### config.mk
export PLATFORM = sky130hd
export DESIGN_NAME = adc_cfg_shifter
export DESIGN_NICKNAME = d
export VERILOG_FILES = /design/src/rtl/adc_cfg_shifter.sv
export SDC_FILE = /design/constraint.sdc
export NUM_CORES = 2
export LEC_CHECK = 0
export CAP_MARGIN = 20
export CORE_ASPECT_RATIO = 0.9
export CORE_MARGIN = 10
export CORE_UTILIZATION = 40
export DETAILED_ROUTE_END_ITERATION = 16
export GPL_ROUTABILITY_DRIVEN = 0
export SLEW_MARGIN = 20
export SYNTH_ARGS = -nofsm -noshare
export SYNTH_HDL_FRONTEND = slang
export SYNTH_SLANG_ARGS = --single-unit
### constraint.sdc
create_clock -name CLK -period 86.9 [get_ports CLK]
set_input_delay 8.69 -clock CLK [delete_from_list [all_inputs] [get_ports CLK]]
set_output_delay 8.69 -clock CLK [all_outputs]
set_load 0.03 [all_outputs]
### src/rtl/adc_cfg_shifter.sv
// Configuration frame table and MSB-first serializer for the ADC serial port.
// Frame capture and shifting are paced by the sequencer's LOAD/SHEN/SCKEN strobes.
module adc_cfg_shifter #(
    parameter int WORD_W    = 48,
    parameter int NUM_WORDS = 17
) (
    input  logic              CLK,
    input  logic              RST,
    input  logic [4:0]        ADR,
    input  logic              LOAD,
    input  logic              SHEN,
    input  logic              SCKEN,
    input  logic              DONE,
    input  logic              WR_EN,
    input  logic [4:0]        WR_ADDR,
    input  logic [WORD_W-1:0] WR_DATA,
    output logic              WR_ACK,
    output logic              SDATA,
    output logic              SCLK_EN,
    output logic              CSB,
    output logic [4:0]        FRAMES,
    output logic              ADR_ERR,
    output logic              CONFIGURED,
    output logic              BUSY
);

    logic [WORD_W-1:0] r_table [NUM_WORDS];
    logic [WORD_W-1:0] r_sreg;
    logic              r_sclk_en;
    logic              r_csb;
    logic [4:0]        r_frames;
    logic              r_adr_err;
    logic              r_configured;
    logic              r_done_q;
    logic              r_wr_ack;

    logic              w_adr_ok;
    logic              w_wr_addr_ok;
    logic              w_busy;
    logic              w_wr_ok;
    logic              w_seq_start;
    logic              w_done_rise;
    logic [WORD_W-1:0] w_load_word;

    assign w_adr_ok     = (int'(ADR) < NUM_WORDS);
    assign w_wr_addr_ok = (int'(WR_ADDR) < NUM_WORDS);
    assign w_busy       = SCKEN | r_sclk_en;
    assign w_wr_ok      = WR_EN & ~w_busy & w_wr_addr_ok;
    // r_sclk_en is last cycle's SCKEN: a LOAD after an idle serial clock opens a new sequence.
    assign w_seq_start  = LOAD & ~r_sclk_en;
    assign w_done_rise  = DONE & ~r_done_q;

    always_comb begin
        w_load_word = '0;
        if (w_adr_ok) begin
            w_load_word = r_table[ADR];
        end
    end

    always_ff @(posedge CLK or posedge RST) begin
        if (RST) begin
            for (int i = 0; i < NUM_WORDS; i++) begin
                r_table[i] <= '0;
            end
        end else if (w_wr_ok) begin
            r_table[WR_ADDR] <= WR_DATA;
        end
    end

    always_ff @(posedge CLK or posedge RST) begin
        if (RST) begin
            r_wr_ack <= 1'b0;
        end else begin
            r_wr_ack <= w_wr_ok;
        end
    end

    // LOAD wins over SHEN so a new frame never loses its MSB.
    always_ff @(posedge CLK or posedge RST) begin
        if (RST) begin
            r_sreg <= '0;
        end else if (LOAD) begin
            r_sreg <= w_load_word;
        end else if (SHEN) begin
            r_sreg <= {r_sreg[WORD_W-2:0], 1'b0};
        end
    end

    always_ff @(posedge CLK or posedge RST) begin
        if (RST) begin
            r_sclk_en <= 1'b0;
            r_csb     <= 1'b1;
            r_done_q  <= 1'b0;
        end else begin
            r_sclk_en <= SCKEN;
            r_csb     <= ~(SHEN & ~LOAD);
            r_done_q  <= DONE;
        end
    end

    always_ff @(posedge CLK or posedge RST) begin
        if (RST) begin
            r_frames <= '0;
        end else if (w_seq_start) begin
            r_frames <= 5'd1;
        end else if (LOAD && (r_frames != 5'd31)) begin
            r_frames <= r_frames + 5'd1;
        end
    end

    always_ff @(posedge CLK or posedge RST) begin
        if (RST) begin
            r_adr_err <= 1'b0;
        end else if (w_seq_start) begin
            r_adr_err <= ~w_adr_ok;
        end else if (LOAD && !w_adr_ok) begin
            r_adr_err <= 1'b1;
        end
    end

    // The error flag checked here is the one accumulated before this cycle.
    always_ff @(posedge CLK or posedge RST) begin
        if (RST) begin
            r_configured <= 1'b0;
        end else if (w_seq_start) begin
            r_configured <= 1'b0;
        end else if (w_done_rise && !r_adr_err) begin
            r_configured <= 1'b1;
        end
    end

    assign WR_ACK     = r_wr_ack;
    assign SDATA      = r_sreg[WORD_W-1];
    assign SCLK_EN    = r_sclk_en;
    assign CSB        = r_csb;
    assign FRAMES     = r_frames;
    assign ADR_ERR    = r_adr_err;
    assign CONFIGURED = r_configured;
    assign BUSY       = w_busy;

endmodule

==> metrics.txt <==
Die Height=320 µm; Post-synth EDFFs=0; Crit Path Class=input pin to primary output; clock-pin slew on the worst setup and hold paths=0.06 ns; Setup TNS=0 ns; synthesized area per cell=15.2 µm²; critical path depth in cells=4; Sw Ratio=24.0%; Overflow after GRT=0; largest net degree at the start of global routing=181; first-pass GRT wire length=156 mm; Worst Skew=0.0207 ns; status=finished, final reports clean; Bufs on Longest Clock Path=3; Seq cells post-synth=875; Worst Setup EP=BUSY; placed instance area=0.0415 mm²; post-detail-place hpwl=53.9 mm; final hold vios=0; PD cells=21.4 mW/mm²; max-cap violations=0; Synth warnings=0; Comb power frac=10.1%; design area=0.0446 mm²; register area=0.0219 mm²; slowest CP cell=clkdlybuf4s50_1; largest family of logic cells by synthesized area=multiplexers; # clock sinks=875; Crit path top cell by count=clkdlybuf4s50_1; post-CTS resize count=0; Num CTS Buffers=93; reg-to-reg slack, setup=83.42 ns; Tmin final=18.75 ns; layout cell share with drive strength beyond 1=44.8%; number of global-route vias before repair=24800; mux cell area share after synthesis=35.0%; Worst Setup End Kind=primary output; DRC=0; Post-CTS Hold Fix Bufs=0; Syn Nets=2698; top cells by area, synth=dfrtp_1 55%, mux2_2 22%, mux4_2 8.1%, mux2i_1 3.6%, clkbuf_1 1.2%; register area share after synthesis=54.8%; Pre-antenna DRT Iters=5; crit path from=SCKEN; DR iter-0 viols=1366; Compound-Gate Fraction of Synth Area=4.42%; RSZ-0062 raised after global routing=false; VDD IR-drop max=0.0000137 V; fmax=53.3 MHz; internal power=0.725 mW; Final Cycle Share=21.6%; Layout area overhead=11.7%; clk_lat worst skew=0.65 ns; reg2reg start=SCLK_EN$_DFF_PP0_; max reg flops=816; CTS root buffer=clkbuf_16; die area=0.113 mm²; H-tree Lvls=3; chip width=353 µm; Rel. slew slack=22.9%; Via density=5.69; Setup crit start kind=input pin; post-CTS setup buffer count=0; initial antenna violation count=3; Filler cells=8550; final setup vio count=0; worst endpoint required time=78.21 ns; Final nets=2668; Post-DRT Antenna Nets=0; crit-path max FO=3; worst slew pin tran=1.16 ns; global-route usage over all layers=17.8%; Mapped Area=0.0399 mm²; detailed-route via count=22800; P_sw=0.229 mW; # IOs=77; share of the synthesized area in the top cell type=54.8%; part of the power in registers=48.3%; Syn Inst Count=2631; Slew Limit Fails=0; core area=0.0986 mm²; CP cell instances=clkdlybuf4s50_1 -> nor2_1 -> inv_1 -> clkdlybuf4s50_1; # rows=109; Multi-input gate area=0.0169 mm²; Synth Area in XOR/XNOR=0%; async set-reset flop share out of synthesis=100%; Leak=21.2 nW; post-synth top area cell=dfrtp_1; HP Class=flip-flop to flip-flop; clock share of power=41.7%; IO buf count=76; Slowest Stage Delay on Critical Path=0.68 ns; top_reg_cell synth=dfrtp_1; worst path arrival time=10.06 ns; synth unique cells=41; FF-to-FF End=r_table[445]$_DFFE_PP0P_; largest reg by FF count=r_table; r2r worst-path depth=5; effective utilization at floorplan=40.5%; # diodes=0; CP bufs+invs=3; CP delay by family, top=buffers and inverters; CTS tree=done; final WL=102 mm; post-synthesis adder-cell area fraction=0.0627%; Post-Synth Simple-Gate Area=2.43%; WL/cell=25.3 µm
[worst min path at each step]
stage                                        start                        to  cells after the start
after floorplan            r_table[55]$_DFFE_PP0P_   r_table[55]$_DFFE_PP0P_                      1
after global placement     r_table[63]$_DFFE_PP0P_   r_table[63]$_DFFE_PP0P_                      1
after detailed placement  r_table[684]$_DFFE_PP0P_  r_table[684]$_DFFE_PP0P_                      1
after CTS                 r_table[684]$_DFFE_PP0P_  r_table[684]$_DFFE_PP0P_                      1
after global routing      r_table[367]$_DFFE_PP0P_  r_table[367]$_DFFE_PP0P_                      1
final                     r_table[684]$_DFFE_PP0P_  r_table[684]$_DFFE_PP0P_                      1
[Yosys cell counts, types with 4 or more instances]
library cell and instances:
dfrtp_1 874, mux2_2 766, mux2i_1 145, mux4_2 144, clkbuf_1 132, nor2b_1 52
a21oi_1 49, a22oi_1 49, or2_2 49, a311oi_1 48, a211oi_1 47, buf_2 43
o211ai_1 40, buf_6 33, mux2_1 30, buf_4 22, mux2_4 20, nand2_1 18
buf_1 10, inv_1 8, nand2b_1 8, nand3_1 8, nor2_1 5, nor3_4 4
o21ai_0 4
[logic make-up (layout without fill, tap and decap cells)]
logic type,count (synthesis),after routing
fa+ha+maj,2,2
mux,1105,1105
compound gates,244,244
flops,875,875
buf+inv,248,295
simple gates,157,157
[routing by layer]
layer,GRT usage [%],share of wire [%],vias up
met4,3.79,1.7,4
li1,-,-,9751
met3,3.70,5.0,126
met5,0,0.021,-
met2,28.0,47,470
met1,25.3,47,12500
[cell type report]
class | instances | area share [%]
clock inverter | 28 | 0.637
multi-input combinational | 1508 | 37.8
inverter | 8 | 0.0841
sequential | 875 | 49.1
tap | 1332 | 3.74
timing repair buffer | 115 | 2.42
clock buffer | 144 | 6.25
[per-stage QoR]
step / utilization, % / hold slack (ns) / std cells / power, mW / setup WS, ns
2_1_floorplan: - / 0.459 / 2631 / 0.535 / 53.62
3_3_place_gp: 42.1 / 0.468 / 3838 / 0.556 / 68.14
3_5_place_dp: 42.1 / 0.480 / 3838 / 0.564 / 68.15
4_1_cts: 45.2 / 0.494 / 4010 / 0.964 / 68.15
5_1_grt: 45.3 / 0.506 / 4010 / 0.993 / 68.09
6_report: 45.3 / 0.490 / 4010 / 0.953 / 68.15
[placed cells by master (no fill, tap or decap), drive strengths merged, types with 2 or more instances in the layout]
cell type,synthesis,routed
nand4,2,2
o211ai,40,40
a22o,2,2
mux4,144,144
dfrtp,874,874
clkbuf,132,144
and3,3,3
a22oi,49,49
nand2b,8,8
clkdlybuf4s50,0,70
clkinv,0,18
nand3,9,9
mux2i,145,145
ha,2,2
a311oi,48,48
nor4,2,2
mux2,816,816
o2bb2ai,2,2
inv,8,13
nor2,5,5
a211oi,47,47
or2,49,49
buf,108,45
nor3,4,4
a21oi,49,49
bufinv,0,4
nand2,18,18
o21ai,4,4
nor2b,52,52
[power groups by stage]
stage / Clock [mW] / Sequential, mW / Combinational (mW)
detailed placement: 0 / 0.467 / 0.0974
finish: 0.397 / 0.460 / 0.0961
global placement: 0 / 0.463 / 0.0931
CTS: 0.407 / 0.460 / 0.0977
global route: 0.424 / 0.464 / 0.106
floorplan: 0 / 0.463 / 0.0714
(Power assumes the default switching activity.)
